==> src/rtl/alu_md.sv <==
// Integer ALU with iterative multiply/divide: single-cycle ops finish in one cycle,
// MUL/DIV ops take XLEN cycles (shift-add multiply, restoring divide) before DONE.
module alu_md #(
  parameter int XLEN = 32,
  parameter int SHW  = $clog2(XLEN)
) (
  input  logic            clk,
  input  logic            rst_n,
  input  logic            in_valid,
  output logic            in_ready,
  input  logic [4:0]      op,
  input  logic            use_imm,
  input  logic [XLEN-1:0] rs1,
  input  logic [XLEN-1:0] rs2,
  input  logic [XLEN-1:0] imm,
  input  logic [XLEN-1:0] pc,
  output logic            out_valid,
  input  logic            out_ready,
  output logic [XLEN-1:0] result,
  output logic            busy
);

  typedef enum logic [1:0] {IDLE, CALC, DONE} state_t;
  state_t state, state_nxt;

  logic [XLEN-1:0]        opb;
  logic signed [XLEN-1:0] rs1_s, opb_s;
  logic                   accept, is_md, last;
  logic [XLEN-1:0]        alu_res;

  logic [XLEN-1:0]   acc, lo, opnd, a_r;
  logic [SHW-1:0]    cnt;
  logic [4:0]        op_r;
  logic              neg_q, neg_r, b_zero;

  logic [XLEN-1:0]   step_acc, step_lo, fin;
  logic [XLEN:0]     sum, sh, diff;
  logic [2*XLEN-1:0] prod, prod_s;

  logic            sa, sb, a_neg, b_neg;
  logic [XLEN-1:0] a_abs, b_abs;

  function automatic logic [XLEN-1:0] cneg(input logic n, input logic [XLEN-1:0] v);
    cneg = n ? -v : v;
  endfunction

  function automatic logic [2*XLEN-1:0] cneg_wide(input logic n, input logic [2*XLEN-1:0] v);
    cneg_wide = n ? -v : v;
  endfunction

  assign opb       = use_imm ? imm : rs2;
  assign rs1_s     = rs1;
  assign opb_s     = opb;
  assign in_ready  = (state == IDLE);
  assign busy      = (state != IDLE);
  assign out_valid = (state == DONE);
  assign accept    = in_valid && in_ready;
  assign is_md     = (op >= 5'd12) && (op <= 5'd19);
  assign last      = (cnt == SHW'(XLEN - 1));

  // Operand sign handling: the iterative core works on magnitudes only
  assign sa    = (op == 5'd13) || (op == 5'd14) || (op == 5'd16) || (op == 5'd18);
  assign sb    = (op == 5'd13) || (op == 5'd16) || (op == 5'd18);
  assign a_neg = sa && rs1[XLEN-1];
  assign b_neg = sb && opb[XLEN-1];
  assign a_abs = cneg(a_neg, rs1);
  assign b_abs = cneg(b_neg, opb);

  always_comb begin
    alu_res = '0;
    case (op)
      5'd0:    alu_res = rs1 + opb;
      5'd1:    alu_res = rs1 - opb;
      5'd2:    alu_res = rs1 ^ opb;
      5'd3:    alu_res = rs1 | opb;
      5'd4:    alu_res = rs1 & opb;
      5'd5:    alu_res = rs1 << opb[SHW-1:0];
      5'd6:    alu_res = rs1 >> opb[SHW-1:0];
      5'd7:    alu_res = rs1_s >>> opb[SHW-1:0];
      5'd8:    alu_res = XLEN'(rs1_s < opb_s);
      5'd9:    alu_res = XLEN'(rs1 < opb);
      5'd10:   alu_res = opb;
      5'd11:   alu_res = pc + opb;
      default: alu_res = '0;
    endcase
  end

  // One iteration: divide shifts the dividend into acc, multiply shifts the product right
  always_comb begin
    sum      = {1'b0, acc} + (lo[0] ? {1'b0, opnd} : '0);
    sh       = {acc, lo[XLEN-1]};
    diff     = sh - {1'b0, opnd};
    step_acc = '0;
    step_lo  = '0;
    if (op_r[4]) begin
      if (!diff[XLEN]) begin
        step_acc = diff[XLEN-1:0];
        step_lo  = {lo[XLEN-2:0], 1'b1};
      end else begin
        step_acc = sh[XLEN-1:0];
        step_lo  = {lo[XLEN-2:0], 1'b0};
      end
    end else begin
      step_acc = sum[XLEN:1];
      step_lo  = {sum[0], lo[XLEN-1:1]};
    end
    prod   = {step_acc, step_lo};
    prod_s = cneg_wide(neg_q, prod);
    fin    = '0;
    if (op_r == 5'd12)
      fin = prod_s[XLEN-1:0];
    else if (!op_r[4])
      fin = prod_s[2*XLEN-1:XLEN];
    else if (!op_r[1])
      fin = b_zero ? '1 : cneg(neg_q, step_lo);
    else
      fin = b_zero ? a_r : cneg(neg_r, step_acc);
  end

  always_ff @(posedge clk) begin
    if (!rst_n) state <= IDLE;
    else        state <= state_nxt;
  end

  always_comb begin
    state_nxt = state;
    case (state)
      IDLE:    if (accept) state_nxt = is_md ? CALC : DONE;
      CALC:    if (last) state_nxt = DONE;
      DONE:    if (out_ready) state_nxt = IDLE;
      default: state_nxt = IDLE;
    endcase
  end

  always_ff @(posedge clk) begin
    if (!rst_n) begin
      acc    <= '0;
      lo     <= '0;
      opnd   <= '0;
      a_r    <= '0;
      cnt    <= '0;
      op_r   <= '0;
      neg_q  <= 1'b0;
      neg_r  <= 1'b0;
      b_zero <= 1'b0;
      result <= '0;
    end else begin
      if (accept) begin
        op_r <= op;
        if (is_md) begin
          acc    <= '0;
          lo     <= a_abs;
          opnd   <= b_abs;
          a_r    <= rs1;
          cnt    <= '0;
          neg_q  <= a_neg ^ b_neg;
          neg_r  <= a_neg;
          b_zero <= (opb == '0);
        end else begin
          result <= alu_res;
        end
      end
      if (state == CALC) begin
        acc <= step_acc;
        lo  <= step_lo;
        cnt <= cnt + 1'b1;
        if (last) result <= fin;
      end
    end
  end

endmodule

==> config.mk <==
export PLATFORM = sky130hd
export DESIGN_NAME = alu_md
export DESIGN_NICKNAME = d
export VERILOG_FILES = /design/src/rtl/alu_md.sv
export SDC_FILE = /design/constraint.sdc
export NUM_CORES = 2
export LEC_CHECK = 0
export CAP_MARGIN = 25
export CELL_PAD_IN_SITES_DETAIL_PLACEMENT = 1
export CELL_PAD_IN_SITES_GLOBAL_PLACEMENT = 2
export CORE_UTILIZATION = 38
export CTS_CLUSTER_DIAMETER = 40
export DETAILED_ROUTE_END_ITERATION = 6
export PLACE_DENSITY_LB_ADDON = 0.1
export SYNTH_ARGS = -nofsm -noshare
export SYNTH_HDL_FRONTEND = slang
export SYNTH_SLANG_ARGS = --single-unit
==> constraint.sdc <==
create_clock -name clk -period 10 [get_ports clk]
set_input_delay 2 -clock clk [delete_from_list [all_inputs] [get_ports clk]]
set_output_delay 2 -clock clk [all_outputs]
set_load 0.02 [all_outputs]
Word-level counts from Yosys, hierarchy flattened

Cells that the tools add are included.

Register bits after elaboration: 175
Bits of input ports: 138
Output and inout port bits: 35
Logic and storage cells: 108

$add $sub $neg: 11
$lt $le $gt $ge: 4
Equal/unequal tests: 22
Shift-type cells: 3
Multiplexer cells: 35
Bitwise operators: 4
Reductions and logical operators: 18

Operator list:

| kind                 | number |
|---|---|
| $mux W32             | 24 |
| $pmux W32 S12        | 1 |
| $neg A32 Y32         | 4 |
| $add A32 B32 Y32     | 2 |
| $lt A32 B32 Y1       | 2 |
| $mux W64             | 1 |
| $neg A64 Y64         | 1 |
| $eq A5 B4 Y1 const B | 7 |
| $add A32 B32 Y33     | 1 |
| $sub A33 B32 Y33     | 1 |
| $and A32 B32 Y32     | 1 |
| $logic_not A32 Y1    | 1 |
| $or A32 B32 Y32      | 1 |
| $shl A32 B5 Y32      | 1 |
| $shr A32 B5 Y32      | 1 |
| $sshr A32 B5 Y32     | 1 |
| $sub A32 B32 Y32     | 1 |
| $xor A32 B32 Y32     | 1 |
| $eq A5 B3 Y1 const B | 4 |
| $eq A5 B5 Y1 const B | 3 |
| $mux W5              | 3 |
| $eq A5 B2 Y1 const B | 2 |
| $mux W2              | 4 |
| $pmux W2 S3          | 1 |
| other kinds (17)     | 28 |

Depth between registers and ports, before layout

Depth in word-level cells: 11
Depth in mapped cells: 24
Mapped depth without buffers: 22

Least setup slack after synthesis

Ideal clock, no wire load.

Path type: input-to-reg
Start: input port use_imm
End: register result[30]
Setup time: 0.079 ns
Arrival: 6.997 ns
Required time: 9.921 ns
Path slack: 2.924 ns
Cell stages on the path: 23
Path buffers: 4
Cells stage by stage: clkbuf_1 -> mux2i_1 -> inv_1 -> clkbuf_1 -> buf_1 -> clkbuf_1 -> ha_1 -> inv_1 -> fa_1 -> nor2b_1 -> o21ai_0 -> a31o_2 -> a211oi_1 -> o31ai_1 -> a31oi_1 -> o21ai_0 -> a21oi_1 -> o211ai_1 -> nor3_1 -> or4b_2 -> a31o_2 -> a21o_1 -> o211ai_1

Longest elaborated chain between the ends: 7
Elaborated cells between the ends (all ways): 15
Classes of those cells: add/sub: 3; shift: 3; mux: 6; bitwise: 3

Ends and longest elaborated chain:

| item                                     | line | text |
|---|---|---|
| start, declared                          | 12   | `input logic use_imm,` |
| $mux W32 (*)                             | 51   | `assign opb = use_imm ? imm : rs2;` |
| $add A32 B32 Y32 (tied with other cells) | 83   | `5'd11: alu_res = pc + opb;` |
| $pmux W32 S12 (*)                        | 71   | `case (op)` |
| $mux W32 (*)                             | 150  | `if (is_md) begin` |
| $mux W32 (*)                             | 148  | `if (accept) begin` |
| $mux W32                                 | 167  | `if (last) result <= fin;` |
| $mux W32 (*)                             | 163  | `if (state == CALC) begin` |
| end signal, assigned                     | 160  | `result <= alu_res;` |
| end signal, assigned                     | 167  |  |
| end, declared                            | 19   | `output logic [XLEN-1:0] result,` |

Mark *: on every way between the ends. The rest lies on a longest branch, timed or not.
A chain may end at the register's enable or synchronous reset.

Final worst setup path

Start: input port use_imm
End: register result[31]

Same word-level chain as after synthesis.

==> key figures <==
Power
  • PD cells: 108.0 nW/um2
  • P_leak: 10.88 nW
  • Peak supply drop: 0.0001201 V

GRT
  • Vias in the first global route: 30570
  • GRT overflow: 0
  • Largest net degree at the start of global routing: 100
  • First-pass GRT wire length: 209.2 mm
  • Total GRT Usage: 0.4207
  • Initial antenna violation count: 12

Flow run
  • Max-Cap Viols: 0

Worst setup path
  • Register-to-register setup slack: 2.81 ns
  • Crit end category: flop
  • Crit path max-delay family: compound AO/OA/AOI/OAI gates
  • R2r startpoint: opnd[16]
  • Critical path, cell by cell: buf_2 > buf_4 > mux2i_4 > buf_4 > ha_1 > nand2b_1 > a211oi_1 > a211oi_1 > a2111oi_0 > buf_4 > o211ai_1 > nand3_1 > nand3_1 > a31oi_1 > o21ai_0 > o21ai_0 > nor4_1 > a211o_1 > a211oi_2
  • Buf/Inv on CP: 4
  • Reg2reg path depth: 19
  • Crit-path max FO: 31
  • Crit path DAT: 7.66 ns
  • CP Class: in -> reg
  • Crit-path slowest cell: mux2i_4
  • CP startpoint kind: input pin
  • Most frequent CP cell: buf_4
  • FF-to-FF End: result[12]
  • Worst EP required: 10.38 ns
  • Max incr delay on CP: 0.70 ns

Outcome
  • Failing checks: design-rule violations
  • Status: complete, but fails checks

Final layout
  • Layout cell share with drive strength beyond 1: 0.05313
  • Reg area: 3508 um2
  • Fill count: 8448
  • Fin nets: about 4000
  • Post-Layout Cell Count: ~4700
  • Footprint of the multi-input gates: 20380 um2
  • Layout Area Growth over Synthesis: 12.65%

Floorplanning
  • Top-Level Pins: 173
  • Initial Utilization: 0.3849
  • DIE AREA: between 60000 and 70000 um2
  • Die W: 260.5 um
  • Die Y-Extent: 260.5 um
  • Core area: 65980 um2
  • Cell row count: 94

Timing
  • Setup violations, final: 0
  • Tcrit/Tclk final: 0.7277
  • Fin. Hold Viols: 0
  • Crit path time final: ~7.3 ns
  • Worst-margin pin slew: 1.221 ns
  • Setup_tns: 0 ns
  • RSZ-0062 raised after global routing: no
  • Slew Viols, Final: 0
  • Max_slew headroom: 0.1773
  • Maximum clock frequency: between 100 and 150 MHz
  • Clock skew: 0.01706 ns

Routing
  • Vias per cell: 6.654
  • DRC viols: 17
  • Drt initial violations: ~3200
  • Routed wire length: between 100 and 150 mm
  • Vias: 30970
  • Wirelength per Cell: 31.53 um
  • ANT nets after route: 0
  • Pre-antenna DRT Iters: 7

CTS
  • Postcts setup bufs: 0
  • # hold bufs at CTS: 0
  • H-tree lvl count: 4
  • CTS tree: done
  • Number of clock buffers inserted by TritonCTS: 17
  • Clock sink count: 175
  • Maximum clock path buffer count: 2
  • Reg clk slew, reported paths: ~0.080 ns
  • Worst-skew pair later-pin latency: approximately 0.51 ns
  • CTS Root Cell: clkbuf_16
  • Number of cells upsized or downsized after cts: 0

Placement
  • Final Wtd Congestion: 1.004
  • I/O Buffers: 172
  • Inst Count DP: 4614
  • Hpwl dp: 113.4 mm

Logic synthesis
  • Area share of the largest cell type after synthesis: 0.1380
  • Yosys reg bits: 175
  • Total number of yosys warnings: 0
  • Top cells by count, synth: nand2_1, nor2_1, a21oi_1, o21ai_0, clkbuf_1
  • Most common cell in the netlist: nand2_1
  • Gate Count Post-Synth: 3735
  • Post-synth cell types: 102
  • Mapped Area: 25390 um2
  • Async set-reset flop share out of synthesis: 0
  • Synth Net Count: 4076
  • Main synth FF type: dfxtp_1
  • Number of synthesized flops with an enable pin: 0
  • Post-synthesis sequential area ratio: 0.1380
  • Avg Inst Size Synth: 6.799 um2
  • Synth area leaders: dfxtp_1, ha_1, nand2_1
  • Largest area contributor in the netlist: dfxtp_1

Worst hold path
  • Hold path start: a_r[28]
  • Hold endpoint: a_r[28]
  • Min-delay worst type: reg -> reg
  • Hold Path Depth: 2
==> layer usage <==
| metal | GRT usage | vias to the layer above | share of wire |
|---|---|---|---|
| met5 | 0 | - | 0.00016 |
| met2 | 0.6678 | 1489 | 0.45 |
| met3 | 0.06876 | 415 | 0.072 |
| li1 | - | 13720 | - |
| met1 | 0.5163 | 15340 | 0.40 |
| met4 | 0.2994 | 4 | 0.076 |
==> cell type report <==
| cell class | instances | share of cell area |
|---|---|---|
| multi-input combinational | 3152 | 0.7125 |
| sequential | 175 | 0.1226 |
| timing repair buffer | 262 | 0.08433 |
| tap | 864 | 0.03779 |
| inverter | 162 | 0.02135 |
| clock buffer | 17 | 0.01487 |
| clock inverter | 15 | 0.005905 |
| antenna | 7 | 0.0006124 |
==> registers in the layout (all words and copies together) (netlist names) <==
name,count
cnt,5
acc,32
op_r,5
state,2
opnd,32
neg_q,1
result,32
a_r,32
neg_r,1
b_zero,1
lo,32
==> tightest hold or removal path, stage by stage (launching register included) <==
cell and delay [ns]:
dfxtp_1 0.31, nand2_1 0.05, a21oi_1 0.05
==> per-stage QoR <==
step	instance area, um2	total power [mW]	hold slack [ns]	utilization	worst slack [ns]
after floorplan	25390	1.732	0.4312	-	2.924
after global placement	27970	2.287	0.4400	0.4239	2.430
after detailed placement	27980	2.313	0.4477	0.4240	2.417
after CTS	28570	3.036	0.4586	0.4330	2.906
after global routing	28590	3.191	0.4803	0.4333	2.398
final	28600	3.089	0.4589	0.4335	2.723
==> report_power, final <==
part	internal [mW]	total, mW	switching, mW
registers	0.717	0.750	0.0324
clock network	0.336	0.728	0.391
logic	0.513	1.61	1.10
==> placed cells by master (no fill, tap or decap), drive strengths merged, types with 91 or more instances in the layout <==
cell type,n
a21oi,345
mux2i,158
dfxtp,175
o21ai,351
ha,199
inv,167
nor2,353
nand2,477
buf,91
xnor2,162
nand3,103
clkdlybuf4s50,171
==> kinds of logic (layout without fill, tap and decap cells) <==
logic type / after synthesis / count (layout) / share of synthesized area
flops: 175 / 175 / 0.1380
xor+xnor: 224 / 224 / 0.07726
mux: 170 / 170 / 0.06952
fa+ha+maj: 203 / 203 / 0.1012
other cells: 0 / 7 / 0
buf+inv: 408 / 456 / 0.06366
compound gates: 1270 / 1270 / 0.3194
simple gates: 1285 / 1285 / 0.2309
==> worst max-delay path by stage <==
stage | startpoint | end | cells after the start
final | use_imm | result[31] | 19
after global routing | use_imm | result[31] | 20
after CTS | use_imm | result[31] | 20
after detailed placement | use_imm | result[31] | 20
after global placement | use_imm | result[31] | 18
after floorplan | use_imm | result[30] | 23
(Power assumes the default switching activity.)
